**src/rtl/uart_delay_cfg_rx.sv**
```systemverilog
// UART receiver and 64-bit configuration-frame decoder that drives per-channel delay-RAM write strobes.
// Define UART_RX_PARITY_EN to expect and check an even-parity bit after data bit 7 of every byte.
module uart_delay_cfg_rx #(
  parameter int NUM_CH       = 4,
  parameter int ADDR_W       = 11,
  parameter int DELAY_W      = 24,
  parameter int CLKS_PER_BIT = 16,
  parameter int TIMEOUT_BITS = 32
) (
  input  logic                      I_clk,
  input  logic                      I_rst,
  input  logic                      I_rxb,
  input  logic [3:0]                I_ga,
  output logic [NUM_CH-1:0]         O_wea,
  output logic [NUM_CH*ADDR_W-1:0]  O_waddr,
  output logic [NUM_CH*DELAY_W-1:0] O_wdelay,
  output logic                      O_frame_ok,
  output logic [2:0]                O_err
);

  localparam int CW     = $clog2(CLKS_PER_BIT);
  localparam int TO_LIM = TIMEOUT_BITS * CLKS_PER_BIT;
  localparam int TW     = $clog2(TO_LIM + 1);
  localparam logic [CW-1:0] FULL_M1 = CW'(CLKS_PER_BIT - 1);
  localparam logic [CW-1:0] HALF_M1 = CW'(CLKS_PER_BIT / 2 - 1);

`ifdef UART_RX_PARITY_EN
  typedef enum logic [2:0] {S_IDLE, S_START, S_DATA, S_PAR, S_STOP} state_t;
`else
  typedef enum logic [2:0] {S_IDLE, S_START, S_DATA, S_STOP} state_t;
`endif

  logic               rx_s1, rx_s2, rx_d;
  state_t             state;
  logic [CW-1:0]      cnt;
  logic [2:0]         bit_idx;
  logic [7:0]         shreg;
  logic [2:0]         byte_cnt;
  logic [TW-1:0]      to_cnt;
  logic [7:0]         cmd_r;
  logic [3:0]         ga_r, ch_r;
  logic [ADDR_W-1:0]  addr_r;
  logic [DELAY_W-1:0] dly_r;
  logic [DELAY_W-1:0] dly_full;
  logic [NUM_CH-1:0]  sel;
  logic               accept;
`ifdef UART_RX_PARITY_EN
  logic               par_bit;
`endif

  always_ff @(posedge I_clk or posedge I_rst) begin
    if (I_rst) begin
      rx_s1 <= 1'b1;
      rx_s2 <= 1'b1;
      rx_d  <= 1'b1;
    end else begin
      rx_s1 <= I_rxb;
      rx_s2 <= rx_s1;
      rx_d  <= rx_s2;
    end
  end

  // Channel 0xF selects every channel; otherwise channel c maps to index c-1.
  always_comb begin
    sel = '0;
    for (int k = 0; k < NUM_CH; k++)
      sel[k] = (ch_r == 4'hF) || (ch_r == 4'(k + 1));
  end

  assign accept   = (cmd_r == 8'h02) && ((ga_r == I_ga) || (ga_r == 4'hF)) && (|sel);
  assign dly_full = DELAY_W'({dly_r, shreg});

  always_ff @(posedge I_clk or posedge I_rst) begin
    if (I_rst) begin
      state      <= S_IDLE;
      cnt        <= '0;
      bit_idx    <= '0;
      shreg      <= '0;
      byte_cnt   <= '0;
      to_cnt     <= '0;
      cmd_r      <= '0;
      ga_r       <= '0;
      ch_r       <= '0;
      addr_r     <= '0;
      dly_r      <= '0;
`ifdef UART_RX_PARITY_EN
      par_bit    <= 1'b0;
`endif
      O_wea      <= '0;
      O_waddr    <= '0;
      O_wdelay   <= '0;
      O_frame_ok <= 1'b0;
      O_err      <= '0;
    end else begin
      O_wea      <= '0;
      O_frame_ok <= 1'b0;
      O_err      <= '0;

      // Inter-byte gap is only measured while idle inside a partially received frame.
      if (byte_cnt == 3'd0 || state != S_IDLE) begin
        to_cnt <= '0;
      end else if (to_cnt == TW'(TO_LIM)) begin
        O_err[1] <= 1'b1;
        byte_cnt <= '0;
        to_cnt   <= '0;
      end else begin
        to_cnt <= to_cnt + TW'(1);
      end

      case (state)
        S_IDLE: begin
          cnt <= '0;
          if (rx_d && !rx_s2) state <= S_START;
        end
        S_START: begin
          if (cnt == HALF_M1) begin
            cnt     <= '0;
            bit_idx <= '0;
            state   <= rx_s2 ? S_IDLE : S_DATA;
          end else begin
            cnt <= cnt + CW'(1);
          end
        end
        S_DATA: begin
          if (cnt == FULL_M1) begin
            cnt     <= '0;
            shreg   <= {rx_s2, shreg[7:1]};
            bit_idx <= bit_idx + 3'd1;
`ifdef UART_RX_PARITY_EN
            if (bit_idx == 3'd7) state <= S_PAR;
`else
            if (bit_idx == 3'd7) state <= S_STOP;
`endif
          end else begin
            cnt <= cnt + CW'(1);
          end
        end
`ifdef UART_RX_PARITY_EN
        S_PAR: begin
          if (cnt == FULL_M1) begin
            cnt     <= '0;
            par_bit <= rx_s2;
            state   <= S_STOP;
          end else begin
            cnt <= cnt + CW'(1);
          end
        end
`endif
        S_STOP: begin
          if (cnt == FULL_M1) begin
            cnt   <= '0;
            state <= S_IDLE;
            if (!rx_s2) begin
              O_err[0] <= 1'b1;
              byte_cnt <= '0;
`ifdef UART_RX_PARITY_EN
            end else if (par_bit != ^shreg) begin
              O_err[2] <= 1'b1;
              byte_cnt <= '0;
`endif
            end else begin
              byte_cnt <= byte_cnt + 3'd1;
              case (byte_cnt)
                3'd0: cmd_r <= shreg;
                3'd2: addr_r <= ADDR_W'(shreg);
                3'd3: addr_r <= ADDR_W'({addr_r, shreg});
                3'd4: {ga_r, ch_r} <= shreg;
                3'd5: dly_r <= DELAY_W'(shreg);
                3'd6: dly_r <= dly_full;
                3'd7: begin
                  if (accept) begin
                    O_wea      <= sel;
                    O_frame_ok <= 1'b1;
                    for (int k = 0; k < NUM_CH; k++) begin
                      if (sel[k]) begin
                        O_waddr[k*ADDR_W +: ADDR_W]    <= addr_r;
                        O_wdelay[k*DELAY_W +: DELAY_W] <= dly_full;
                      end
                    end
                  end
                end
                default: ;
              endcase
            end
          end else begin
            cnt <= cnt + CW'(1);
          end
        end
        default: state <= S_IDLE;
      endcase
    end
  end

endmodule

```
**config.mk**
```make
export PLATFORM = sky130hd
export DESIGN_NAME = uart_delay_cfg_rx
export DESIGN_NICKNAME = d
export VERILOG_FILES = /design/src/rtl/uart_delay_cfg_rx.sv
export SDC_FILE = /design/constraint.sdc
export NUM_CORES = 1
export LEC_CHECK = 0
export ABC_AREA = 1
export ABC_CLOCK_PERIOD_IN_PS = 16600
export CAP_MARGIN = 10
export CORE_MARGIN = 2
export CORE_UTILIZATION = 40
export DETAILED_ROUTE_END_ITERATION = 8
export GPL_ROUTABILITY_DRIVEN = 0
export PLACE_DENSITY_LB_ADDON = 0.15
export SYNTH_ARGS = -nofsm -noshare
export SYNTH_HDL_FRONTEND = slang
export SYNTH_SLANG_ARGS = --single-unit
```
**constraint.sdc**
```tcl
create_clock -name I_clk -period 16.6 [get_ports I_clk]
set_clock_uncertainty 0.2 [all_clocks]
set_input_delay 4.98 -clock I_clk [delete_from_list [all_inputs] [get_ports I_clk]]
set_output_delay 4.98 -clock I_clk [all_outputs]
set_load 0.05 [all_outputs]
```
# After elaboration in Yosys (flattened, before gate mapping)
# Index checks and enable logic that the tools add are counted.
# Widths: inputs -> output; s select.
[word_totals]
reg_bits = 224
elab_cells = 122
[op_classes]
addsub = 4
eq_ne = 26
n_reduce_logical = 30
mux = 37
[ops]
columns = ["operator", "n"]
rows = [
  ["$mux 3", 12],
  ["$pmux 16 s2", 1],
  ["$mux 4", 7],
  ["$reduce_and 6->1", 4],
  ["$pmux 11 s2", 1],
  ["$mux 10", 2],
  ["$reduce_and 4->1", 4],
  ["$eq 3x3->1 const B", 5],
  ["$eq 3x2->1 const B", 4],
  ["$eq 4x4->1 const B", 3],
  ["$pmux 3 s4", 1],
  ["$pmux 4 s3", 1],
  ["$add 10x1->10 const B", 1],
  ["$eq 10x10->1 const B", 1],
  ["$mux 1", 10],
  ["$ne 2x2->1 const B", 5],
  ["$eq 4x2->1 const B", 2],
  ["$eq 4x3->1 const B", 2],
  ["$eq 8x2->1 const B", 1],
  ["$add 3x1->3 const B", 2],
  ["$logic_not 3->1", 2],
  ["$logic_or 1x1->1", 6],
  ["$pmux 3 s2", 1],
  ["$reduce_bool 2->1", 3],
  ["other kinds (13)", 16],
]

# Depth between registers and ports, before layout
[logic_depth]
depth_word = 9
mapped_depth = 10
mapped_depth_nobuf = 9

# Worst setup path after synthesis
# OpenSTA, ideal clock, no wires.
[synth_timing]
path_kind = "input-to-reg"
start = "input I_ga[1]"
end = "register O_waddr[11]"
arrival_ps = 6009
cell_stages = 10
path_slack_ps = 10324
setup_ps = 67
path_buffers = 2
cell_sequence = "inv_1 > nand2_1 > nand2_1 > nor2_1 > nand2_1 > nand2_4 > buf_4 > clkbuf_1 > nand4_1 > nand2_1"
[synth_via]
elab_chain_cells = 5
[synth_lines]
columns = ["item", "line_no", "text"]
rows = [
  ["from (decl)", "13", "input logic [3:0] I_ga,"],
  ["$eq 4x4->1", "70", "assign accept = (cmd_r == 8'h02) && ((ga_r == I_ga) || (ga_r == 4'hF)) && (|sel);"],
  ["$logic_or 1x1->1", "70", ""],
  ["$logic_and 1x1->1 (2 in series)", "70", ""],
  ["$reduce_and 6->1 (no source line)", "--", ""],
  ["to (signal, indexed assignment)", "176", "O_waddr[k*ADDR_W +: ADDR_W] <= addr_r;"],
  ["to (decl)", "15", "output logic [NUM_CH*ADDR_W-1:0] O_waddr,"],
]
# No other way between the ends.
# A chain may end at the register's enable or synchronous reset.

# Final worst setup path
[layout_timing]
start = "input I_ga[1]"
end = "register O_waddr[6]"
# Same word-level chain as after synthesis.

==> reports/summary.txt <==
depth of the CTS H-tree -> 1
CP bufs+invs -> 3
setup_tns -> 0 ns
Min-Delay Path Class -> reg -> reg
register-to-register path setup slack -> 12.77 ns
Seq/Total Area, Yosys -> 0.594
final setup violation count -> 0
slew of the pin with the lowest slew margin -> 0.993 ns
final max-slew violation count -> 0
Post-DRT Antenna Nets -> 0
drt via density -> 5.11
Worst VDD drop -> 76.7 uV
main flop type after synthesis -> dfrtp_1
CP top delay family -> simple AND/OR/NAND/NOR gates
Remaining DRCs -> 0
clock network fraction of total power -> 0.488
CP peak stage delay -> 0.69 ns
Syn-to-layout area delta -> 27.0%
FFs w/ async S/R, synth -> 1.00
Setup crit end kind -> flop
Net Sw Frac -> 0.219
Hold Slack -> 0.154 ns
routed length per instance -> 17.2 um
final wirelength -> 25,500 um
die height -> 157 um
commonest cells after routing, fill and taps aside -> nand2_1 (379), dfrtp_1 (220), clkdlybuf4s50_1 (153)
GRT Util Overall -> 0.206
mapped cell area -> 9400 um2
RSZ-0062 raised after global routing -> false
Core ar. -> 23,300 um2
gr ovfl total -> 0
Sw Pwr -> 255 uW
Root Driver -> clkbuf_16
fin nets -> 1,162
post-route clock period utilization -> 0.446
Critical Path AT -> 7.61 ns
CTS buffer count -> 25
dpl cell area -> 11,100 um2
Critical Path RT -> 16.80 ns
Synth Area per Inst -> 9.25 um2
post-CTS setup buffers -> 0
Die W -> 157 um
leakage power -> 0.00592 uW
drt pass-1 iters -> 6
Cell Rows -> 56
Hold-fix buffers, CTS -> 0
Yosys reg bits -> 223
via count -> 7,566
DP Wirelength -> 16,100 um
fmax -> 135 MHz
Post-Layout Cell Count -> 1,482
Worst Setup Start Kind -> primary input
top-level I/O count -> 155
fin worst setup slack -> 9.19 ns
YS warnings -> 0
number of flops mapped to enable cells by yosys -> 0
Final Hold Vio Count -> 0
CP Class -> in -> reg
clk sinks -> 223
Tmin final -> 7.41 ns
largest net degree at the start of global routing -> 90
design area -> 11,900 um2
vias in the first global route -> 7,062
Syn Nets -> 1,034
CTS Buffer Depth -> 3
commonest non-fill, non-tap cell in the layout -> nand2_1
input/output buffers -> 153
Sequential Power Share -> 0.477
CP most frequent cell -> nand2_1
drt initial violations -> 618
layout cells sized above 1 -> 0.0576
pre-CTS setup slack -> 8.63 ns
Starting Density -> 0.404
CTS tree -> yes
Max-slew headroom -> 0.338
crit path cell chain -> clkdlybuf4s50_1 -> inv_1 -> nand2_1 -> nand2_1 -> nor2_1 -> nand2_1 -> nand2_4 -> buf_4 -> nand3_4 -> nand2_1 -> nand2_1
Worst-path clk slew -> 0.06 ns
MaxCap Viol Count -> 0
initial antenna violation count -> 0
full die area -> 24,700 um2
Comb pwr share -> 0.035
later-pin clock latency in the skew report -> 0.52 ns
Post-Synthesis Cells -> 1,016
CP max stage cell -> buf_4
antenna fix cells -> 0
Synth cell types -> 30
pwr/cell area -> 97.3 nW/um2
post-cts resize count -> 0
status -> complete, no violations
placed cells -> 1,435
first-pass GRT wire length -> 40,300 um
Internal -> 907 uW
crit path max fanout -> 89
-- power groups by stage --
stage	registers (uW)	clock network (uW)	logic, uW
global route	554	601	47.5
global placement	564	0	40.9
detailed placement	564	0	41.3
CTS	554	577	41.5
finish	554	567	40.3
floorplan	563	0	31.3
-- worst paths after layout --
kind | cells past startpoint | endpoint | startpoint
worst max-delay path | 11 | O_waddr[6] | I_ga[1]
worst min-delay path | 0 | rx_s2 | rx_s1
worst max register to register | 9 | O_waddr[35] | byte_cnt[0]
worst min register to register | 0 | rx_s2 | rx_s1
max in group asynchronous | 4 | O_wdelay[20] | I_rst
min in group asynchronous | 2 | to_cnt[9] | I_rst
-- metrics by stage --
stage,power [uW],util
5_1_grt,1200,0.513
3_3_place_gp,605,0.476
3_5_place_dp,605,0.476
6_report,1160,0.513
4_1_cts,1170,0.513
2_1_floorplan,594,-
-- layout make-up --
| type | instances | area [um2] |
|---|---|---|
| Tap cell | 319 | 399 |
| Sequential cell | 223 | 5580 |
| Fill cell | 2231 | 11300 |
| Inverter | 53 | 206 |
| Timing Repair Buffer | 163 | 1610 |
| Clock buffer | 35 | 713 |
| Multi-Input combinational cell | 678 | 3290 |
| Clock inverter | 11 | 138 |
-- metal layers --
metal  global-route usage  routed length [um]
met1                0.302               11400
met2                0.329               12000
met3               0.0300                1710
met4               0.0424                 359
met5                    0                   0
-- kinds of logic after synthesis --
group	after synthesis	share of synthesized area
mux	1	0.00106
compound gates	69	0.0385
simple gates	591	0.289
fa+ha+maj	11	0.0146
buf+inv	115	0.0578
xor+xnor	5	0.00466
other cells	1	0.000399
flops	223	0.594
-- synthesized netlist by cell type, types with 2 or more instances --
library cell	number	share of area
a21oi_1	9	0.0048
ha_1	11	0.015
nor3b_1	2	0.0016
xor2_1	4	0.0037
buf_6	10	0.012
inv_2	2	0.00080
inv_1	51	0.020
nand4_1	143	0.095
nor3_1	6	0.0032
o21ai_0	56	0.030
clkbuf_1	27	0.011
dfrtp_1	220	0.59
dfstp_2	3	0.0084
buf_4	2	0.0016
buf_2	23	0.012
nand3_4	5	0.0093
nor2_1	34	0.014
nand2_1	379	0.15
nand3_1	18	0.0096
-- registers in the layout, summed over array words and instances, names as in the netlist --
signal,cells
O_wdelay,96
O_waddr,44
dly_r,16
addr_r,11
to_cnt,10
cmd_r,8
shreg,8
O_wea,4
ch_r,4
cnt,4
ga_r,4
bit_idx,3
byte_cnt,3
O_err,2
state,2
O_frame_ok,1
rx_d,1
rx_s1,1
rx_s2,1
Power figures use the tool's default switching activity.
==> edit, RTL diff (same settings) <==
Put one more register stage on the output `O_wdelay`, without a reset. The value now appears one clock later. The other outputs are not delayed to match.
--- a/src/rtl/uart_delay_cfg_rx.sv
+++ b/src/rtl/uart_delay_cfg_rx.sv
@@ -24,6 +24,8 @@
   localparam logic [CW-1:0] FULL_M1 = CW'(CLKS_PER_BIT - 1);
   localparam logic [CW-1:0] HALF_M1 = CW'(CLKS_PER_BIT / 2 - 1);
 
+  logic [NUM_CH*DELAY_W-1:0] O_wdelay_s0;
+
 `ifdef UART_RX_PARITY_EN
   typedef enum logic [2:0] {S_IDLE, S_START, S_DATA, S_PAR, S_STOP} state_t;
 `else
@@ -88,7 +90,7 @@
 `endif
       O_wea      <= '0;
       O_waddr    <= '0;
-      O_wdelay   <= '0;
+      O_wdelay_s0 <= '0;
       O_frame_ok <= 1'b0;
       O_err      <= '0;
     end else begin
@@ -174,7 +176,7 @@
                     for (int k = 0; k < NUM_CH; k++) begin
                       if (sel[k]) begin
                         O_waddr[k*ADDR_W +: ADDR_W]    <= addr_r;
-                        O_wdelay[k*DELAY_W +: DELAY_W] <= dly_full;
+                        O_wdelay_s0[k*DELAY_W +: DELAY_W] <= dly_full;
                       end
                     end
                   end
@@ -191,5 +193,9 @@
     end
   end
 
+  always_ff @(posedge I_clk) begin
+    O_wdelay <= O_wdelay_s0;
+  end
+
 endmodule
 
Behaviour: same outputs for any inputs over 4 cycles, from zero or initial values and one cycle with I_rst high; that may be too few to reach the edited logic, so the function may still have changed.
==> edit against the original RTL <==
  * Synthesized area up 23%
  * Sequential cell count grew 96
  * Sequential power up 42%
  * Total power increased by 36%
  * Routed wire length is 13% higher
  * Count of clock-buffer cells in the layout grew 15
  * Cell area up 21%
  * Setup slack better by 0.31 ns
  * Critical path type unchanged
  * Largest cell class unchanged
  * Largest power group is now registers
==> edit: results (changes against the original RTL) <==
| Metric | Value |
|---|---|
| Status | completed |
| R2r endpoint | O_wdelay_s0[21]$_DFFE_PP0P_ |
| Vias per std cell | 4.78 (-6.5%) |
| Sequential-to-total area share from yosys stat | 0.652 (+0.0576) |
| R2R Path Start | cnt[0]$_DFFE_PP0P_ |
| Worst hold path type | flip-flop to flip-flop |
| Netlist cell types | 35 (+17%) |
| TritonCTS Buffers | 34 (+36%) |
| Mapped Nets | 1212 (+17%) |
| Starting DRT DRC Count | 570 (-7.8%) |
| FF-to-FF path depth | 8 (-1) |
| Synth area leaders | dfrtp_1 (48%), dfxtp_1 (17%), nand2_1 (13%) |
| Fraction of layout cells with a size suffix above 1 | 0.0624 (+0.00475) |
| Leak | 7.00 nW (+18%) |
| Largest net degree at the start of global routing | 129 (+43%) |
| Net count, final | 1355 (+17%) |
| Post-synth ARST share | 0.699 (-0.301) |
| Worst Max-Slew Pin Slew | 1.12 ns (+0.131 ns) |
| Number of global-route vias before repair | 8230 (+17%) |
| R2r setup slk | 13.23 ns (+0.46 ns) |
| GRT Total Usage | 0.191 (-0.0151) |
| Detailed Routing Iterations Pass 1 | 5 (-1) |
| Critical path arrival | 7.33 ns (-0.28 ns) |
| Fill count | 2709 (+21%) |
| Largest registers | O_wdelay (96), O_wdelay_s0 (96), O_waddr (44) |
| Dpl hpwl | 17700 um (+10%) |
| H-tree depth | 2 (+1) |
| Worst Setup EP | O_waddr[21]$_DFFE_PP0P_ |
| Placed cell areas | 13300 um2 (+20%) |
| Total wire length | 28700 um (+13%) |
| First-pass GRT wire length | 45800 um (+14%) |
| Max IR drop VDD | 60.5 uV (-21%) |
| Commonest cells post-synth | nand2_1 (399), dfrtp_1 (220), inv_1 (140) |
## edit: cell count changes after synthesis, sizes merged, moves of 11 or more
cell	unedited run	this run
dfxtp	0	96
inv	53	145
nand4	143	76
nand3	23	55
nand2	380	402
clkbuf	27	12
nor2	36	47
## edit: worst min path at each step
| stage | to | slack (ns) | cells past startpoint |
|---|---|---|---|
| 2_1_floorplan | rx_s2$_DFF_PP1_ | 0.15 | 0 |
| 3_3_place_gp | rx_s2$_DFF_PP1_ | 0.15 | 0 |
| 3_5_place_dp | rx_s2$_DFF_PP1_ | 0.15 | 0 |
| 4_1_cts | rx_s2$_DFF_PP1_ | 0.16 | 0 |
| 5_1_grt | rx_s2$_DFF_PP1_ | 0.16 | 0 |
| 6_report | rx_s2$_DFF_PP1_ | 0.16 | 0 |
## edit: metrics by stage
stage | power, mW | util | setup WS [ns] | instances | hold WS, ns
after detailed placement | 0.853 | 0.466 | 8.98 | 1685 | 0.149
after CTS | 1.60 | 0.506 | 9.51 | 1747 | 0.158
after global routing | 1.64 | 0.506 | 9.30 | 1747 | 0.164
after floorplan | 0.841 | - | 5.32 | 1194 | 0.145
final | 1.58 | 0.506 | 9.50 | 1747 | 0.157
after global placement | 0.852 | 0.466 | 9.01 | 1685 | 0.148
## edit: area by class of cell
type,instances,area [um2],area share
inverter,145,552,0.0382
sequential,319,7510,0.520
tap,384,480,0.0333
clock buffer,50,981,0.0680
timing repair buffer,158,1570,0.109
multi-input combinational,679,3210,0.222
clock inverter,12,134,0.00928
## edit: per-layer routing
layer  up-vias  part of all wire  GRT usage
met5         -                 0          0
met4         0             0.022     0.0550
met3        40             0.058     0.0349
met2       223              0.47      0.313
met1      4020              0.45      0.262
li1       4060                 -          -
## edit: kinds of logic after synthesis
family                     Yosys count  share of synthesized area
xor gates and xnor gates             5                    0.00380
and+or+nand+nor                    590                      0.229
DFF                                319                      0.652
AOI/OAI and AO/OA                   72                     0.0333
other                                1                   0.000326
buffers and inverters              196                     0.0697
adders and majority gates           11                     0.0119
## edit: where the power goes
part,total (mW),internal (mW),switching (mW)
registers,0.789,0.782,0.00681
logic,0.0478,0.0137,0.0340
clock network,0.748,0.444,0.304
## edit: critical path, stage by stage
cell,delay (ns)
clkdlybuf4s50_1,0.47
inv_1,0.04
nand2_1,0.05
nand2_1,0.05
nor2_1,0.09
nand2_1,0.13
a21oi_4,0.20
buf_4,0.81
nand4_1,0.27
nand2_1,0.13
